## src/rtl/aes_128_req_arb.sv

```systemverilog
// aes_128_req_arb: round-robin arbiter for two requesters sharing one AES-128 core.
// Issues one block per cycle under a credit limit and routes in-order results back by tag.
module aes_128_req_arb #(
   parameter int DATA_W       = 128,
   parameter int MAX_INFLIGHT = 16,
   localparam int AW          = $clog2(MAX_INFLIGHT),
   localparam int CW          = AW + 1
) (
   input  logic              clk,
   input  logic              rst_n,
   input  logic              req0_valid,
   output logic              req0_ready,
   input  logic [DATA_W-1:0] req0_data,
   input  logic              req0_key_sel,
   input  logic              req1_valid,
   output logic              req1_ready,
   input  logic [DATA_W-1:0] req1_data,
   input  logic              req1_key_sel,
   output logic              core_valid_o,
   output logic [DATA_W-1:0] core_data_o,
   output logic              core_key_sel_o,
   input  logic              core_valid_i,
   input  logic [DATA_W-1:0] core_data_i,
   output logic              rsp0_valid,
   output logic [DATA_W-1:0] rsp0_data,
   output logic              rsp1_valid,
   output logic [DATA_W-1:0] rsp1_data,
   output logic [CW-1:0]     inflight_cnt,
   output logic              busy,
   output logic              err_orphan
);
   logic                    last_q, last_d;
   logic [CW-1:0]           cnt_q, cnt_d;
   logic [AW-1:0]           wr_q, wr_d, rd_q, rd_d;
   logic [MAX_INFLIGHT-1:0] tags_q, tags_d;
   logic                    cv_q, cv_d, ck_q, ck_d;
   logic [DATA_W-1:0]       cd_q, cd_d, r0d_q, r0d_d, r1d_q, r1d_d;
   logic                    r0v_q, r0v_d, r1v_q, r1v_d, err_q, err_d;
   logic                    winner, credit_ok, accept, pop, tag;

   always_comb begin
      // with no requester valid the pointer still picks a winner so ready never waits on valid
      winner    = (req0_valid & req1_valid) ? ~last_q : req1_valid ? 1'b1 : req0_valid ? 1'b0 : ~last_q;
      credit_ok = (cnt_q < CW'(MAX_INFLIGHT)) | core_valid_i;
      accept    = (winner ? req1_valid : req0_valid) & credit_ok;
      pop       = core_valid_i & (cnt_q != '0);
      tag       = tags_q[rd_q];
      last_d    = accept ? winner : last_q;
      tags_d    = tags_q;
      if (accept) tags_d[wr_q] = winner;
      wr_d      = accept ? wr_q + 1'b1 : wr_q;
      rd_d      = pop ? rd_q + 1'b1 : rd_q;
      cnt_d     = cnt_q + CW'(accept) - CW'(pop);
      cv_d      = accept;
      cd_d      = accept ? (winner ? req1_data : req0_data) : cd_q;
      ck_d      = accept ? (winner ? req1_key_sel : req0_key_sel) : ck_q;
      r0v_d     = pop & ~tag;
      r1v_d     = pop & tag;
      r0d_d     = r0v_d ? core_data_i : r0d_q;
      r1d_d     = r1v_d ? core_data_i : r1d_q;
      err_d     = err_q | (core_valid_i & (cnt_q == '0));
   end

   always_ff @(posedge clk or negedge rst_n) begin
      if (!rst_n) begin
         last_q <= 1'b1;
         cnt_q  <= '0;
         wr_q   <= '0;
         rd_q   <= '0;
         tags_q <= '0;
         cv_q   <= 1'b0;
         cd_q   <= '0;
         ck_q   <= 1'b0;
         r0v_q  <= 1'b0;
         r1v_q  <= 1'b0;
         r0d_q  <= '0;
         r1d_q  <= '0;
         err_q  <= 1'b0;
      end else begin
         last_q <= last_d;
         cnt_q  <= cnt_d;
         wr_q   <= wr_d;
         rd_q   <= rd_d;
         tags_q <= tags_d;
         cv_q   <= cv_d;
         cd_q   <= cd_d;
         ck_q   <= ck_d;
         r0v_q  <= r0v_d;
         r1v_q  <= r1v_d;
         r0d_q  <= r0d_d;
         r1d_q  <= r1d_d;
         err_q  <= err_d;
      end
   end

   assign req0_ready     = ~winner & credit_ok;
   assign req1_ready     = winner & credit_ok;
   assign core_valid_o   = cv_q;
   assign core_data_o    = cd_q;
   assign core_key_sel_o = ck_q;
   assign rsp0_valid     = r0v_q;
   assign rsp1_valid     = r1v_q;
   assign rsp0_data      = r0d_q;
   assign rsp1_data      = r1d_q;
   assign inflight_cnt   = cnt_q;
   assign busy           = (cnt_q != '0) | cv_q;
   assign err_orphan     = err_q;
endmodule

```

## config.mk

```make
export PLATFORM = sky130hd
export DESIGN_NAME = aes_128_req_arb
export DESIGN_NICKNAME = d
export VERILOG_FILES = /design/src/rtl/aes_128_req_arb.sv
export SDC_FILE = /design/constraint.sdc
export NUM_CORES = 1
export LEC_CHECK = 0
export CAP_MARGIN = 20
export CORE_AREA = 2 2 311 313
export CTS_CLUSTER_DIAMETER = 100
export DETAILED_ROUTE_END_ITERATION = 10
export DIE_AREA = 0 0 313 315
export PLACE_DENSITY = 0.39
export REMOVE_ABC_BUFFERS = 1
export SETUP_SLACK_MARGIN = 0.1
export SYNTH_ARGS = -nofsm -noshare
export SYNTH_HDL_FRONTEND = slang
export SYNTH_SLANG_ARGS = --single-unit
```

## constraint.sdc

```tcl
create_clock -name clk -period 5.6 [get_ports clk]
set_input_delay 1.12 -clock clk [delete_from_list [all_inputs] [get_ports clk]]
set_output_delay 1.12 -clock clk [all_outputs]
set_load 0.05 [all_outputs]
```

## Word level (Yosys, flattened, before mapping)

Cells that the tools add are included.

- Add/sub/neg operators: 4
- Reductions and logical operators: 3
- $lt $le $gt $ge: 4
- Multiplexer cells: 11
- Bitwise logic cells: 14

Operator list:

| kind | count |
|---|---|
| 128-bit 2-to-1 mux | 1 |
| 16-bit bitwise mux | 1 |
| 4-bit by 5-bit < comparator with 1-bit output, second input constant | 2 |
| 4-bit by 1-bit adder with 4-bit output, second input constant | 2 |
| 1-bit AND | 8 |
| 1-bit 2-to-1 mux | 7 |
| 5-bit by 1-bit adder with 5-bit output | 1 |
| 5-bit zero test | 1 |
| 5-bit < comparator, second input constant | 1 |
| 5-bit nonzero test | 1 |
| 5-bit by 1-bit subtractor with 5-bit output | 1 |
| 1-bit binary-select mux with 4-bit select | 1 |
| 1-bit demux with 4-bit select | 1 |
| 4-bit by 1-bit greater-or-equal comparator with 1-bit output, second input constant | 1 |
| 1-bit NOT | 3 |
| 1-bit bitwise OR | 3 |
| 1-bit logical AND | 1 |

- Flip-flop bits (word level): 419
- Input bits: 391
- Output and inout bits: 397

## Logic depth before layout (Yosys ltp)

Gate-level depths: netlist (run 1).

- Depth after elaboration: 8
- Mapped depth: 13
- Mapped depth without buffers: 12

## Worst setup path before layout (run 1)

OpenSTA, ideal clock, no wires.

- Path kind: input to output
- From: input req0_valid
- To: output req1_ready
- Data required time: 4480 ps
- Stages: 6
- Slack: 2132 ps
- Arrival time: 2348 ps
- Cells stage by stage: nand2_1 nand2_1 o21a_1 clkbuf_1 clkbuf_1 nor2_1

- Longest elaborated chain between the ends: 4

Ends and longest elaborated chain:

| what | RTL line | text |
|---|---|---|
| start, declared | 11 | `input logic req0_valid,` |
| 1-bit 2-to-1 mux (2 in a row) | 43 | `winner = (req0_valid & req1_valid) ? ~last_q : req1_valid ? 1'b1 : req0_valid ? 1'b0 : ~last_q;` |
| 1-bit 2-to-1 mux * | 43 |  |
| 1-bit AND * | 97 | `assign req1_ready = winner & credit_ok;` |
| end, declared | 16 | `output logic req1_ready,` |

Mark *: on every way between the ends. The rest lies on a longest branch, timed or not.

## Final worst setup path (run 1)

Ends and elaborated chain as after synthesis.

==> Implementation_results.wiki, run 1 <==
{| class="wikitable"
! Metric !! Value
|-
| Post-CTS setup repair buffer count || 0
|-
| Total Routed Length || 71800 µm
|-
| Startpoint types || input port
|-
| Count of hold buffers inserted by post-cts repair || 0
|-
| Final Net Count || 2585
|-
| Commonest cells in the netlist || 418 x dfrtp_1, 291 x nand2_1, 136 x nor2_1
|-
| Multiplexer share of the synthesized area || 0.190
|-
| Remaining Overflow, GRT || 0
|-
| Max Buffers Root-to-Sink || 3
|-
| Die Span X || 313 µm
|-
| Post-synthesis cell count || 1419
|-
| Root Buffer || clkbuf_16
|-
| Placed cell count || 3402
|-
| Portion of the clock cycle consumed by the worst path in the final layout || 0.818
|-
| Detailed-route wire length per cell || 20.5 µm
|-
| Synth top area share || 0.596
|-
| Sw power || 10200 µW
|-
| Hold slack final || 465 ps
|-
| Fraction of synthesis flops using an asynchronous set or reset pin || 1.00
|-
| Path type of the worst setup path || in2out
|-
| Sequential fraction of the synthesis area || 0.598
|-
| Part of the power in registers || 0.251
|-
| Half-perimeter wire length after detailed placement || 52800 µm
|-
| Avg Cell Area, Syn || 12.4 µm²
|-
| Cells taking the most area after synthesis || dfrtp_1 60%, mux2_4 8.6%, mux2_2 8.0%
|-
| Setup repair after global routing missed its margin || no
|-
| Hold Fails Final Rpt || 0
|-
| Wire length of the first global-routing pass || 104000 µm
|-
| Boundary Pins || 788
|-
| Critical Path AT || 3460 ps
|-
| Maxcap violations || 0
|-
| Area delta synth->final || 61.6%
|-
| Internal power of the cells || 11300 µW
|-
| First-pass detailed-route iteration total || 6
|-
| Worst skew pair latency || 630 ps
|-
| Required time reported for the critical path endpoint || 4480 ps
|-
| Post-synthesis cell area || 17500 µm²
|-
| Via/cell ratio || 3.94
|-
| Cell accounting for the most synthesized area || dfrtp_1
|-
| Simple-gate share of the synthesized area || 0.103
|-
| Number of antenna violations at the first check in global routing || 30
|-
| Worst-case headroom to the max-slew limit || 0.258
|-
| P per Cell Area || 760 nW/µm²
|-
| Drc violations || 0
|-
| Seq cells post-synth || 419
|-
| Clk network pwr share || 0.159
|-
| Floorplan die height || 315 µm
|-
| Maximum ir drop on the vdd rail || 0.455 mV
|-
| Starting density of the core || 0.183
|-
| Post-detailed-route count of antenna-violating nets || 0
|-
| Switching share of power || 0.474
|-
| Number of flops mapped to enable cells by yosys || 0
|-
| Core region area || 95700 µm²
|-
| Final setup fails || 0
|-
| Via count of the first global-routing pass || 14600
|-
| Detailed-route via count || 13800
|-
| Netlist cell types || 37
|-
| H-tree lvl count || 2
|-
| Clock input transition at the sequential cells of the worst setup and hold paths || 60 ps
|-
| Post-layout min period || 4580 ps
|-
| Main combinational cell family by area after synthesis || multiplexers
|-
| Final cell count without fillers || 3512
|-
| Most used DFF post-synth || dfrtp_1
|-
| Worst setup EP type || output port
|-
| Initial DRC Count || 541
|-
| Pins Over Slew Limit || 0
|-
| Maximum frequency from static timing analysis || 218 MHz
|-
| Overall power || 21500 µW
|-
| Most common cell in the netlist || dfrtp_1
|-
| Site row count || 114
|-
| Highest net fanout along the worst path || 4
|-
| Fraction of layout instances using a drive strength above 1 || 0.149
|-
| Type of the most critical hold path || in2async
|-
| TNS Setup || 0 ps
|-
| Compound-Gate Fraction of Synth Area || 0.0571
|-
| Number of buffers inserted during clock tree synthesis || 55
|-
| Total leakage power || 0.0117 µW
|-
| Synth Area in Adders || 0.00827
|-
| Count of instances resized after the clock tree is built || 0
|-
| R2R Setup Slk || 2620 ps
|-
| CTS tree || done
|-
| Pin slew with the least headroom to its limit || 1110 ps
|-
| Result of the run || complete, no violations
|-
| Count of clock tree sinks || 419
|-
| XOR/XNOR share of the synthesized area || 0.00499
|-
| Portion of total power attributed to combinational logic || 0.590
|-
| Largest net degree at the start of global routing || 151
|-
| DIE AREA || 98600 µm²
|-
| GPL Wtd Cong || 0.803
|-
| Quantity of I/O buffers inserted on ports || 787
|-
| Maximum clock skew at final layout || 18.9 ps
|-
| Total global routing track utilization || 0.141
|-
| Warnings from Yosys || 0
|}
through the flow:
| step | worst slack (ps) | cell area (µm²) | util |
|---|---|---|---|
| 2_1_floorplan | -2120 | 16900 | - |
| 3_3_place_gp | 869 | 26600 | 0.278 |
| 3_5_place_dp | 912 | 26600 | 0.278 |
| 4_1_cts | 902 | 28300 | 0.296 |
| 5_1_grt | 827 | 28300 | 0.296 |
| 6_report | 1020 | 28300 | 0.296 |
worst paths after layout:
kind,startpoint,cells after the start,to
worst min-delay path,rst_n,1,rsp1_data[68]$_DFFE_PN0P_
max in group asynchronous,rst_n,2,rsp0_data[17]$_DFFE_PN0P_
min in group clk,tags_q[6]$_DFFE_PN0P_,2,tags_q[6]$_DFFE_PN0P_
worst max register to register,rd_q[0]$_DFFE_PN0P_,6,rsp1_data[123]$_DFFE_PN0P_
worst max-delay path,req0_valid,6,req1_ready
worst min register to register,tags_q[6]$_DFFE_PN0P_,2,tags_q[6]$_DFFE_PN0P_
layout make-up:
| type | instances | area [µm²] |
|---|---|---|
| fillers | 9876 | 67400 |
| diodes | 14 | 35.0 |
| flip-flops and latches | 419 | 10500 |
| inverters | 7 | 33.8 |
| well taps | 1276 | 1600 |
| clock buffers | 84 | 1650 |
| clock inverters | 12 | 87.6 |
| repair buffers | 800 | 8060 |
| multi-input cells | 900 | 6400 |
worst max-delay path, cell delays in order:
cell and delay [ps]:
clkdlybuf4s50_1 520, nand2_1 120, nand2_1 120, o21a_4 150
nor2_1 500, clkdlybuf4s50_1 930
placed cells by master, fill, tap and decap left out, types with 7 or more instances in the layout:
cell,count
clkdlybuf4s50_1,786
mux2_2,125
o21ai_0,18
a31oi_1,129
clkbuf_16,57
mux2_1,31
buf_4,7
mux2_4,100
nand3_1,13
clkinv_2,7
diode_2,14
clkbuf_8,12
mux2i_1,8
ha_1,10
clkbuf_1,15
nor2_1,136
xnor2_1,8
dfrtp_1,418
nand2_1,291
power by group through the flow:
stage	logic, µW	clock network [µW]	registers [µW]
after floorplan	3990	0	10200
after global placement	12900	0	5400
after detailed placement	12900	0	5460
after CTS	12900	3610	5430
after global routing	13300	3730	5620
final	12700	3430	5400
registers in the layout, indices dropped and copies added, names as in the netlist, 4 cells and up:
register      flops
rsp1_data       128
core_data_o     128
rd_q              4
rsp0_data       128
tags_q           16
wr_q              4
inflight_cnt      5
routing by layer:
metal / up-vias / routed length, µm / global-route usage
met1: 6717 / 28000 / 0.163
met3: 106 / 8020 / 0.0697
li1: 6409 / - / -
met4: 16 / 1880 / 0.0471
met2: 578 / 33800 / 0.227
met5: - / 112 / 0
kinds of logic after synthesis:
kind of cell / Yosys count
muxes: 264
buffers and inverters: 100
DFF: 419
adders and majority gates: 11
AOI/OAI and AO/OA: 158
xor gates and xnor gates: 10
and+or+nand+nor: 457
Power figures use the tool's default switching activity.
==> run 2: changes to the inputs <==
CORE_AREA = 2 2 310 312   (was 2 2 311 313)
DIE_AREA = 0 0 312 314   (was 0 0 313 315)
PLACE_DENSITY = 0.4   (was 0.39)
clock period = 3.7 ns   (was 5.6 ns; I/O delays follow)
==> run 2 against run 1 <==
Register-to-register slack worse by 1800 ps. Sequential share of layout area is 0.58 points lower. Critical endpoint is now busy. Critical path type is now reg2out. Clock-buffer cell count is 5 lower. Via count is 2.2% higher. Sequential cell count stayed put. Combinational power is 54% higher.
==> Implementation_results.wiki, run 2 (synthesis gave the netlist of run 1 again) <==
{| class="wikitable"
! Metric !! Value
|-
| Wire length of the first global-routing pass || 108000 µm
|-
| Worst reg2reg startpoint || rd_q[2]$_DFFE_PN0P_
|-
| Maximum ir drop on the vdd rail || 0.366 mV
|-
| Placed cell count || 3425
|-
| Result of the run || complete, no violations
|-
| Floorplan die height || 314 µm
|-
| Maximum clock skew at final layout || 34.0 ps
|-
| Final cell count without fillers || 3530
|-
| Highest net fanout along the worst path || 4
|-
| Max Buffers Root-to-Sink || 3
|-
| DIE AREA || 98000 µm²
|-
| Drc violations || 0
|-
| Root Buffer || clkbuf_16
|-
| Crit path max-delay family || buffers and inverters
|-
| Portion of the clock cycle consumed by the worst path in the final layout || 0.899
|-
| Leading cell types in the layout, fill and taps excluded || 784 x clkdlybuf4s50_1, 418 x dfrtp_1, 291 x nand2_1
|-
| Type of the most critical hold path || in2async
|-
| Worst setup path endpoint || busy
|-
| Critical Path, Cell by Cell || inv_1 > ha_1 > nor4b_4 > nand2b_1 > clkdlybuf4s50_1
|-
| Global-route met1 utilization || 0.167
|-
| Fill cells || 9760
|-
| Initial DRC Count || 643
|-
| Required time reported for the critical path endpoint || 2960 ps
|-
| Number of antenna violations at the first check in global routing || 27
|-
| Pin slew with the least headroom to its limit || 971 ps
|-
| Startpoint types || flip-flop
|-
| Path type of the worst setup path || reg2out
|-
| P per Cell Area || 1150 nW/µm²
|-
| Hold Fails Final Rpt || 0
|-
| Site row count || 113
|-
| Post-layout min period || 3330 ps
|-
| Post-detailed-route count of antenna-violating nets || 0
|-
| Met3 Resource Use GR || 0.0649
|-
| Count of clock tree sinks || 419
|-
| Start point of the critical path || inflight_cnt[3]$_DFF_PN0_
|-
| Remaining Overflow, GRT || 0
|-
| Final Net Count || 2619
|-
| Fraction of layout instances using a drive strength above 1 || 0.164
|-
| Worst-case headroom to the max-slew limit || 0.353
|-
| Area delta synth->final || 64.2%
|-
| R2R Setup Slk || 810 ps
|-
| First-pass detailed-route iteration total || 7
|-
| Total leakage power || 0.0119 µW
|-
| Total global routing track utilization || 0.147
|-
| Cell depth of the worst setup path || 5
|-
| Grt met2 use || 0.247
|-
| Pins Over Slew Limit || 0
|-
| Boundary Pins || 788
|-
| Total Routed Length || 74600 µm
|-
| Count of hold buffers inserted by post-cts repair || 0
|-
| Worst Path Buf+Inv || 2
|-
| Count of instances resized after the clock tree is built || 0
|-
| Core region area || 94400 µm²
|-
| Worst skew pair latency || 650 ps
|-
| Detailed-route wire length per cell || 21.1 µm
|-
| Largest net degree at the start of global routing || 130
|-
| Maximum frequency from static timing analysis || 301 MHz
|-
| Total area of sequential cells || 10500 µm²
|-
| Final setup fails || 0
|-
| Leading cell type in the layout, fill and taps excluded || clkdlybuf4s50_1
|-
| Half-perimeter wire length after detailed placement || 56800 µm
|-
| Quantity of I/O buffers inserted on ports || 787
|-
| Area occupied by multi-input gates || 6400 µm²
|-
| Gr busiest metal || met2
|-
| Detailed-route via count || 14100
|-
| Worst setup EP type || output port
|-
| Maxcap violations || 0
|-
| Number of buffers inserted during clock tree synthesis || 55
|-
| Setup repair after global routing missed its margin || no
|-
| H-tree lvl count || 2
|-
| End of the worst register-to-register path || rsp0_data[97]$_DFFE_PN0P_
|-
| Overall power || 33300 µW
|-
| Slowest stage cell on the critical path || clkdlybuf4s50_1
|-
| Worst reg2reg path depth || 6
|-
| Via/cell ratio || 4.00
|-
| Post-CTS setup repair buffer count || 0
|-
| GPL Wtd Cong || 0.806
|-
| Critical path's largest stage delay || 760 ps
|-
| Clock input transition at the sequential cells of the worst setup and hold paths || 60 ps
|-
| Die Span X || 312 µm
|-
| Critical Path AT || 2590 ps
|-
| CTS tree || done
|-
| Starting density of the core || 0.186
|-
| Via count of the first global-routing pass || 14900
|}
## run 2: cell count changes in the layout (fill, tap and decap cells not counted), sizes merged
cell           before  now
bufinv              0    4
diode              14    9
clkinv              7    9
clkbuf             84   79
clkdlybuf4s50     786  784
clkinvlp            2    1
buf                14   50
## run 2: how the worst min path moves through the flow
stage	from	to	slack [ps]	depth (start not counted)
after CTS	rst_n	core_data_o[69]$_DFFE_PN0N_	140	1
after global placement	err_orphan$_DFF_PN0_	err_orphan$_DFF_PN0_	450	1
after floorplan	rst_n	core_data_o[0]$_DFFE_PN0N_	440	0
after detailed placement	err_orphan$_DFF_PN0_	err_orphan$_DFF_PN0_	460	1
final	rst_n	core_data_o[69]$_DFFE_PN0N_	140	1
after global routing	rst_n	core_data_o[69]$_DFFE_PN0N_	170	1
## run 2: report_power, final
group	internal [µW]	total [µW]	switching (µW)
clock network	3250	5440	2190
logic	7460	19600	12100
registers	6880	8250	1370
total	17600	33300	15700
## run 2: metrics by stage
step	cell area [µm²]	setup slack, ps	utilization	hold slack, ps	TNS, ps
after floorplan	16900	-3260	-	444	-825340
after global placement	26900	362	0.285	454	0
after detailed placement	26900	360	0.285	463	0
after CTS	28800	247	0.305	136	0
after global routing	28800	188	0.305	170	0
final	28800	374	0.305	144	0
## run 2: area by class of cell
class,count,area share
clock buffers,79,0.0551
inverters,7,0.00117
flip-flops and latches,419,0.364
repair buffers,834,0.293
clock inverters,17,0.00838
multi-input cells,900,0.222
diodes,9,0.000782
well taps,1265,0.0550
## run 2: routing by layer
| layer | up-vias | wire length [µm] |
|---|---|---|
| met3 | 129 | 7740 |
| met4 | 18 | 2160 |
| met1 | 6903 | 28600 |
| met5 | - | 117 |
| met2 | 619 | 36000 |
| li1 | 6463 | - |
